`config.mk`:
```
export PLATFORM = sky130hd
export DESIGN_NAME = btb_predictor
export DESIGN_NICKNAME = d
export VERILOG_FILES = /design/src/rtl/btb_predictor.sv
export SDC_FILE = /design/constraint.sdc
export NUM_CORES = 2
export LEC_CHECK = 0
export BUFFER_PORTS_ARGS = -buffer_cell sky130_fd_sc_hd__buf_4
export CAP_MARGIN = 20
export CORE_MARGIN = 2
export CORE_UTILIZATION = 58
export CTS_CLUSTER_SIZE = 28
export DETAILED_ROUTE_END_ITERATION = 10
export PLACE_DENSITY = 0.73
export SLEW_MARGIN = 20
export SYNTH_ARGS = -nofsm -noshare
export SYNTH_HDL_FRONTEND = slang
export SYNTH_SLANG_ARGS = --single-unit
```
`constraint.sdc`:
```
create_clock -name clk -period 6.07 [get_ports clk]
set_input_delay 0 -clock clk [delete_from_list [all_inputs] [get_ports clk]]
set_output_delay 0 -clock clk [all_outputs]
set_load 0.03 [all_outputs]
```
`src/rtl/btb_predictor.sv`:
```
// Direct-mapped branch target buffer with 2-bit direction counters.
// Lookup is combinational; training, allocation and flush land on the next rising edge.
module btb_predictor #(
    parameter int ENTRIES    = 64,
    parameter int ADDR_WIDTH = 26,
    parameter int IDX_W      = $clog2(ENTRIES)
) (
    input  logic                  clk,
    input  logic                  rst_n,
    input  logic [ADDR_WIDTH-1:0] i_lookup_pc,
    output logic                  o_pred_taken,
    output logic [ADDR_WIDTH-1:0] o_pred_target,
    input  logic                  i_upd_valid,
    input  logic [ADDR_WIDTH-1:0] i_upd_pc,
    input  logic                  i_upd_taken,
    input  logic [ADDR_WIDTH-1:0] i_upd_target,
    input  logic                  i_upd_mispredict,
    input  logic                  i_flush_all,
    output logic [31:0]           o_hit_count,
    output logic [31:0]           o_mispredict_count
);

    localparam int TAG_W = ADDR_WIDTH - IDX_W - 2;

    logic [ENTRIES-1:0]    r_valid;
    logic [1:0]            r_ctr    [ENTRIES];
    logic [TAG_W-1:0]      r_tag    [ENTRIES];
    logic [ADDR_WIDTH-1:0] r_target [ENTRIES];

    logic [31:0] r_hitCount;
    logic [31:0] r_mispredictCount;

    logic [IDX_W-1:0] w_lkIdx;
    logic [TAG_W-1:0] w_lkTag;
    logic             w_lkHit;
    logic [IDX_W-1:0] w_updIdx;
    logic [TAG_W-1:0] w_updTag;
    logic             w_updHit;
    logic             w_train;
    logic             w_alloc;
    logic             w_writeTarget;
    logic [1:0]       w_ctrNext;
    logic             w_unused;

    // Byte-offset bits never select anything; folding them keeps them visibly consumed.
    assign w_unused = ^{i_lookup_pc[1:0], i_upd_pc[1:0]};

    assign w_lkIdx = i_lookup_pc[IDX_W+1:2];
    assign w_lkTag = i_lookup_pc[ADDR_WIDTH-1:IDX_W+2];
    assign w_lkHit = r_valid[w_lkIdx] && (r_tag[w_lkIdx] == w_lkTag);

    assign o_pred_taken  = w_lkHit && r_ctr[w_lkIdx][1];
    assign o_pred_target = w_lkHit ? r_target[w_lkIdx] : '0;

    assign w_updIdx = i_upd_pc[IDX_W+1:2];
    assign w_updTag = i_upd_pc[ADDR_WIDTH-1:IDX_W+2];
    assign w_updHit = r_valid[w_updIdx] && (r_tag[w_updIdx] == w_updTag);

    // A flush wins over any update presented in the same cycle.
    assign w_train       = i_upd_valid && !i_flush_all && w_updHit;
    assign w_alloc       = i_upd_valid && !i_flush_all && !w_updHit && i_upd_taken;
    assign w_writeTarget = i_upd_valid && !i_flush_all && i_upd_taken;

    always_comb begin
        w_ctrNext = r_ctr[w_updIdx];
        if (i_upd_taken) begin
            if (r_ctr[w_updIdx] != 2'b11) begin
                w_ctrNext = r_ctr[w_updIdx] + 2'b01;
            end
        end else begin
            if (r_ctr[w_updIdx] != 2'b00) begin
                w_ctrNext = r_ctr[w_updIdx] - 2'b01;
            end
        end
    end

    always_ff @(posedge clk or negedge rst_n) begin
        if (!rst_n) begin
            r_valid <= '0;
            for (int i = 0; i < ENTRIES; i++) begin
                r_ctr[i] <= 2'b00;
            end
        end else if (i_flush_all) begin
            r_valid <= '0;
        end else if (w_train) begin
            r_ctr[w_updIdx] <= w_ctrNext;
        end else if (w_alloc) begin
            r_valid[w_updIdx] <= 1'b1;
            r_ctr[w_updIdx]   <= 2'b10;
        end
    end

    // Tag and target payload is only meaningful behind a valid bit, so it carries no reset.
    always_ff @(posedge clk) begin
        if (rst_n && w_writeTarget) begin
            r_target[w_updIdx] <= i_upd_target;
            if (w_alloc) begin
                r_tag[w_updIdx] <= w_updTag;
            end
        end
    end

    always_ff @(posedge clk or negedge rst_n) begin
        if (!rst_n) begin
            r_hitCount <= '0;
        end else if (o_pred_taken && (r_hitCount != 32'hFFFF_FFFF)) begin
            r_hitCount <= r_hitCount + 32'd1;
        end
    end

    always_ff @(posedge clk or negedge rst_n) begin
        if (!rst_n) begin
            r_mispredictCount <= '0;
        end else if (i_upd_valid && i_upd_mispredict && (r_mispredictCount != 32'hFFFF_FFFF)) begin
            r_mispredictCount <= r_mispredictCount + 32'd1;
        end
    end

    assign o_hit_count        = r_hitCount;
    assign o_mispredict_count = r_mispredictCount;

endmodule

```
## After elaboration in Yosys (flattened, before gate mapping)

Memories as Yosys holds them, arrays and structs flattened.
Cells that the tools add are included.

- $add $sub $neg: 4
- $lt $le $gt $ge: 6
- Equality and inequality tests: 6
- Mux-type cells: 29
- Bitwise operators: 7
- Reduce and logical (&&, ||, !) cells: 21

Operators by type and width:

| operator | count |
|---|---|
| 128-bit two-way mux | 2 |
| 64-bit two-way mux | 3 |
| 128-bit bitwise mux | 1 |
| 64-bit OR | 2 |
| 32-bit by 1-bit adder with 32-bit output, second input constant | 2 |
| 64-bit AND | 1 |
| 32-bit != test, second input constant | 2 |
| 64-bit inverter | 1 |
| 18-bit == test | 2 |
| 26-bit two-way mux | 1 |
| 2-bit binary-select mux with 6-bit select | 2 |
| 2-bit two-way mux | 8 |
| 7-bit >= comparator, second input constant | 2 |
| 1-bit logical AND | 14 |
| 6-bit by 7-bit < comparator with 1-bit output, second input constant | 2 |
| 6-bit inverter with 7-bit output | 2 |
| 1-bit binary-select mux with 6-bit select | 2 |
| 2-bit demux with 6-bit select | 1 |
| 1-bit two-way mux | 8 |
| 7-bit by 1-bit < comparator with 1-bit output, second input constant | 1 |
| 1-bit demux with 6-bit select | 1 |
| 6-bit by 1-bit >= comparator with 1-bit output, second input constant | 1 |
| 2-bit nonzero test | 3 |
| 2-bit != test, second input constant | 2 |
| other kinds (5) | 7 |

- Register bits: 256
- Memory bits (writable): 2,816
- Output and inout bits: 91
- Memories kept: 2

Memories:

| name | words | width | read ports | clocked after Yosys merged registers in | wr ports | line | RTL |
|---|---|---|---|---|---|---|---|
| r_target | 64 | 26 | 1 | 0 | 1 | 28 | `logic [ADDR_WIDTH-1:0] r_target [ENTRIES];` |
| r_tag | 64 | 18 | 2 | 0 | 1 | 27 | `logic [TAG_W-1:0] r_tag [ENTRIES];` |

## Logic depth before layout (Yosys ltp)

- Depth in word-level cells: 9
- Depth in mapped cells: 20
- Depth with buffers taken out: 11

## Worst setup path before layout

No wires, ideal clock.

- Kind: input port to flip-flop
- From: input i_upd_pc[4]
- To: memory r_tag[12][0] in the netlist's numbering (enable)
- Setup time: 416 ps
- Arrival time: 4,317 ps
- Data required time: 5,654 ps
- Setup slack: 1,337 ps
- Stages: 17
- Buffers on the path: 6
- Cell sequence: buf_4 buf_4 buf_2 buf_1 mux2_2 a221o_1 a22oi_1 o22ai_1 nor4_1 xnor2_1 nor2_1 nand4_1 or2_1 buf_4 nand2_1 buf_2 nor3_1

- Cells in the longest elaborated chain, start to end: 9
- Elaborated cells on any way between the ends: 11
- Classes of those cells: eq/ne: 1; mux: 5; reduce/logical: 4; memory: 1

RTL lines:

| element | line | RTL |
|---|---|---|
| from (decl) | 14 | `input logic [ADDR_WIDTH-1:0] i_upd_pc,` |
| memory read 64 x 18 bit or 1-bit binary-select mux with 6-bit select (tied branches) | -- |  |
| 18-bit == test or 1-bit two-way mux (tied branches) | 57 | `assign w_updHit = r_valid[w_updIdx] && (r_tag[w_updIdx] == w_updTag);` |
| 1-bit logical AND | 57 |  |
| 1-bit zero test | 61 | `assign w_alloc = i_upd_valid && !i_flush_all && !w_updHit && i_upd_taken;` |
| 1-bit logical AND (2 in series) | 61 |  |
| 1-bit two-way mux | 97 | `if (w_alloc) begin` |
| 1-bit two-way mux | 95 | `if (rst_n && w_writeTarget) begin` |
| 1-bit two-way mux (implied by the code) | 98 | `r_tag[w_updIdx] <= w_updTag;` |
| to (decl) | 27 |  |

Parallel ways exist; a longest one is shown, timed or not. The select of a mux whose other input is x is not followed.

==> run_results.csv <==
group,metric,value,unit
outcome,run_status,"finished with violations",
outcome,violations,"negative setup slack",
detailed_routing,initialDrtViolationCount,14700,
grt,antenna_found_initial,26,
clock_network,cts_buffers,328,
grt,grt_pass1_vias,79400,
sta,rsz0062_at_grt,"no",
logic_synthesis,synth_cell_types,80,
sta,slew_violations,0,
logic_synthesis,ys.flop_type,"edfxtp_1",
die,start_util,58.3,%
place,pre_cts_slack,0.509,ns
logic_synthesis,ys_ff_latch,3072,
critical_path,path_class,"register to output port",
clock_network,post_cts_buffers,0,
clock_network,cts.sinks,3072,
logic_synthesis,ys_warn_count,0,
logic_synthesis,synthCells,6930,
sta,fin_crit_sh,102,%
sta,finalHoldViolations,0,
logic_synthesis,synth.net_count,7016,
cells_and_area,nets,7472,
grt,grt_max_degree,149,
clock_network,cts_tree,"yes",
sta,fin_skew,0.0861,ns
sta,setup_viol,2,
critical_path,r2r_cells,14,
sta,max_freq,0.161,GHz
hold_path,hold_path_depth,5,
detailed_routing,remaining_drc_errors,0,
detailed_routing,antenna_left,0,
cells_and_area,drive_gt1_share,30.2,%
clock_network,cts_buffer_depth,4,
detailed_routing,routedWlPerCell,42.0,um
critical_path,arrival,6.21,ns
clock_network,clock_latency,0.99,ns
place,numPortBuffers,170,
cells_and_area,final_core_util,66.7,%
place,dp.cells,9993,
cells_and_area,syn_to_final_growth,14.3,%
detailed_routing,vias_per_cell,7.59,
critical_path,cp.required,6.07,ns
clock_network,cts.clk_slew.worst_paths,0.06,ns
die,dieArea,230000,sq um
sta,fin_ws,-0.141,ns
clock_network,clock_tree.root_cell,"clkbuf_16",
grt,grt_remaining_overflow,0,
pwr,p_per_area,307,nW/um^2
die,fp.coreArea,225000,sq um
sta,worst_pin_slew,1.19,ns
grt,grt_pass1_wl,618000,um
critical_path,critPathLaunchType,"register",
place,finalWeightedCongestion,1.01,
cells_and_area,instances_no_fill,10600,
logic_synthesis,synth_top_area_share,64.5,%
clock_network,htree_levels,5,
sta,fin_crit,6.21,ns
die,die_width,479,um
critical_path,cp-end-kind,"output port",
die,fp.dieH,479,um
place,post-dp-hpwl,262000,um
pwr,p_leak,49.1,nW
critical_path,crit_fanout,26,
logic_synthesis,synth_area_leader_cell,"edfxtp_1",
die,io-pin-count,175,
die,placementRows,174,
job,drv_cap,0,
grt,gr-usage-all-layers,38.9,%
logic_synthesis,synth-edff-count,2816,
sta,slew_headroom,20.1,%
detailed_routing,drt-pass1-iter-count,9,
logic_synthesis,syn_avg_cell_area,18.9,sq um
logic_synthesis,yosysSeqAreaShare,69.4,%
detailed_routing,vias,80700,
logic_synthesis,synth_area_leaders,"edfxtp_1 (65%), mux4_2 (16%), dfrtp_1 (4.9%)",
pwr,ir_worst_vdd,0.000331,V
logic_synthesis,ys_async_sr_fraction,8.33,%
hold_path,min_path_type,"input pin to register",
detailed_routing,routed_wl,446000,um
logic_synthesis,syn_area,131000,sq um
state kept, by name, summed over array words and instances, names as in the netlist:
| name | flops |
|---|---|
| r_valid | 64 |
| r_target | 1664 |
| r_ctr | 128 |
| o_mispredict_count | 32 |
| o_hit_count | 32 |
| r_tag | 1152 |
what timing repair did:
item / 4_1_cts / 5_1_grt
gates resized for setup: 0 / 1
hold buffers: 54 / 0
setup endpoints to repair: 0 / 1
hold endpoints to repair: 3085 / 0
per-layer routing:
layer  wire length (um)  share of wire (%)  track usage (%)  vias up
li1                   -                  -                -    30000
met3              59300                 13             11.9     1866
met2             203000                 45             58.6     7231
met5                243              0.054                0        -
met4              40400                9.1             28.1       28
met1             144000                 32             48.2    41500
layout make-up:
cell class,count,area (sq um)
flip-flops and latches,3072,91000
repair buffers,653,6410
well taps,2992,3740
clock buffers,408,8710
inverters,29,111
fillers,14400,74800
clock inverters,155,1370
multi-input cells,3302,38500
diodes,18,45.0
report_power, final:
part	internal (mW)	leakage [nW]	switching, mW	total (mW)
registers	23.2	28.8	0.0727	23.3
logic	1.22	15.4	2.15	3.38
clock network	11.1	4.92	8.20	19.3
stage by stage:
stage	hold slack [ns]	TNS, ns	total power, mW	instance area [sq um]
final	0.0527	-0.168	45.9	150000
after global routing	0.0199	0	46.8	150000
after CTS	0.00201	0	45.9	150000
after detailed placement	-0.0151	0	26.9	139000
after global placement	-0.0204	0	26.8	139000
after floorplan	-0.296	0	25.4	131000
placed cells by master (no fill, tap or decap), types with 32 or more instances in the layout:
cell type / n
dfrtp_1: 256
a41oi_1: 39
mux2i_1: 257
nor2_4: 68
buf_4: 487
a221o_1: 33
mux2_2: 94
mux4_2: 953
nand2_1: 185
edfxtp_1: 2816
nor2_2: 59
a22o_1: 37
o21ai_0: 98
clkbuf_1: 68
a21oi_1: 106
nor2_1: 196
o31ai_1: 35
xnor2_1: 82
a211oi_1: 48
o2bb2ai_1: 32
clkinv_2: 55
a22oi_1: 108
a221oi_1: 97
nor2b_1: 56
clkbuf_16: 335
o22ai_1: 121
buf_12: 103
nand3_1: 75
xor2_1: 32
clkinv_1: 55
dlygate4sd3_1: 53
a31oi_1: 77
cells in the mapped netlist, types with 24 or more instances:
cell and instances:
a22oi_1 108, a221oi_1 97, a211oi_1 48, and3_1 31
a21bo_2 27, inv_1 26, mux2i_1 257, xnor2_1 82
edfxtp_1 2816, a41oi_1 39, a22o_1 37, o2bb2ai_1 32
nor2_1 323, nand2b_1 24, dfrtp_1 256, mux2_2 94
a31oi_1 77, a21oi_1 106, nand3_1 75, clkbuf_1 259
o21ai_0 99, nor3_1 27, mux4_2 953, buf_1 74
o21ai_1 31, nor2b_1 64, xor2_1 32, a221o_1 33
o31ai_1 35, nand4_1 27, buf_4 40, buf_2 149
o22ai_1 122, nand2_1 189
worst max-delay path, stage by stage, from the launching register on:
cell and delay, ns:
edfxtp_1 0.41, mux4_2 0.47, mux2_2 0.27, o21ai_0 0.76, nor4_1 0.19, xnor2_1 0.38, a41oi_1 0.29, a221o_1 0.36
or4_2 1.03, buf_12 0.29, a211oi_1 0.42, buf_4 0.23, buf_4 0.16
worst paths after layout:
| path | from | slack, ns | end |
|---|---|---|---|
| worst min-delay path | i_upd_pc[5] | 0.05 | r_ctr[106] |
| worst max-delay path | r_tag[54][13] | -0.14 | o_pred_target[10] |
| max in group asynchronous | rst_n | 3.32 | r_ctr[50] |
| worst min register to register | o_hit_count[6] | 0.48 | o_hit_count[6] |
| min in group asynchronous | rst_n | 0.22 | r_ctr[43] |
| worst max register to register | r_tag[51][9] | 0.95 | r_tag[20][6] |
cells by family after synthesis:
group | after synthesis | share of synthesized area [%]
flops | 3072 | 69.4
mux | 1306 | 19.2
buf+inv | 556 | 1.87
compound gates | 1014 | 5.62
fa+ha+maj | 4 | 0.0344
xor+xnor | 114 | 0.762
simple gates | 864 | 3.16
Power figures use the tool's default switching activity.
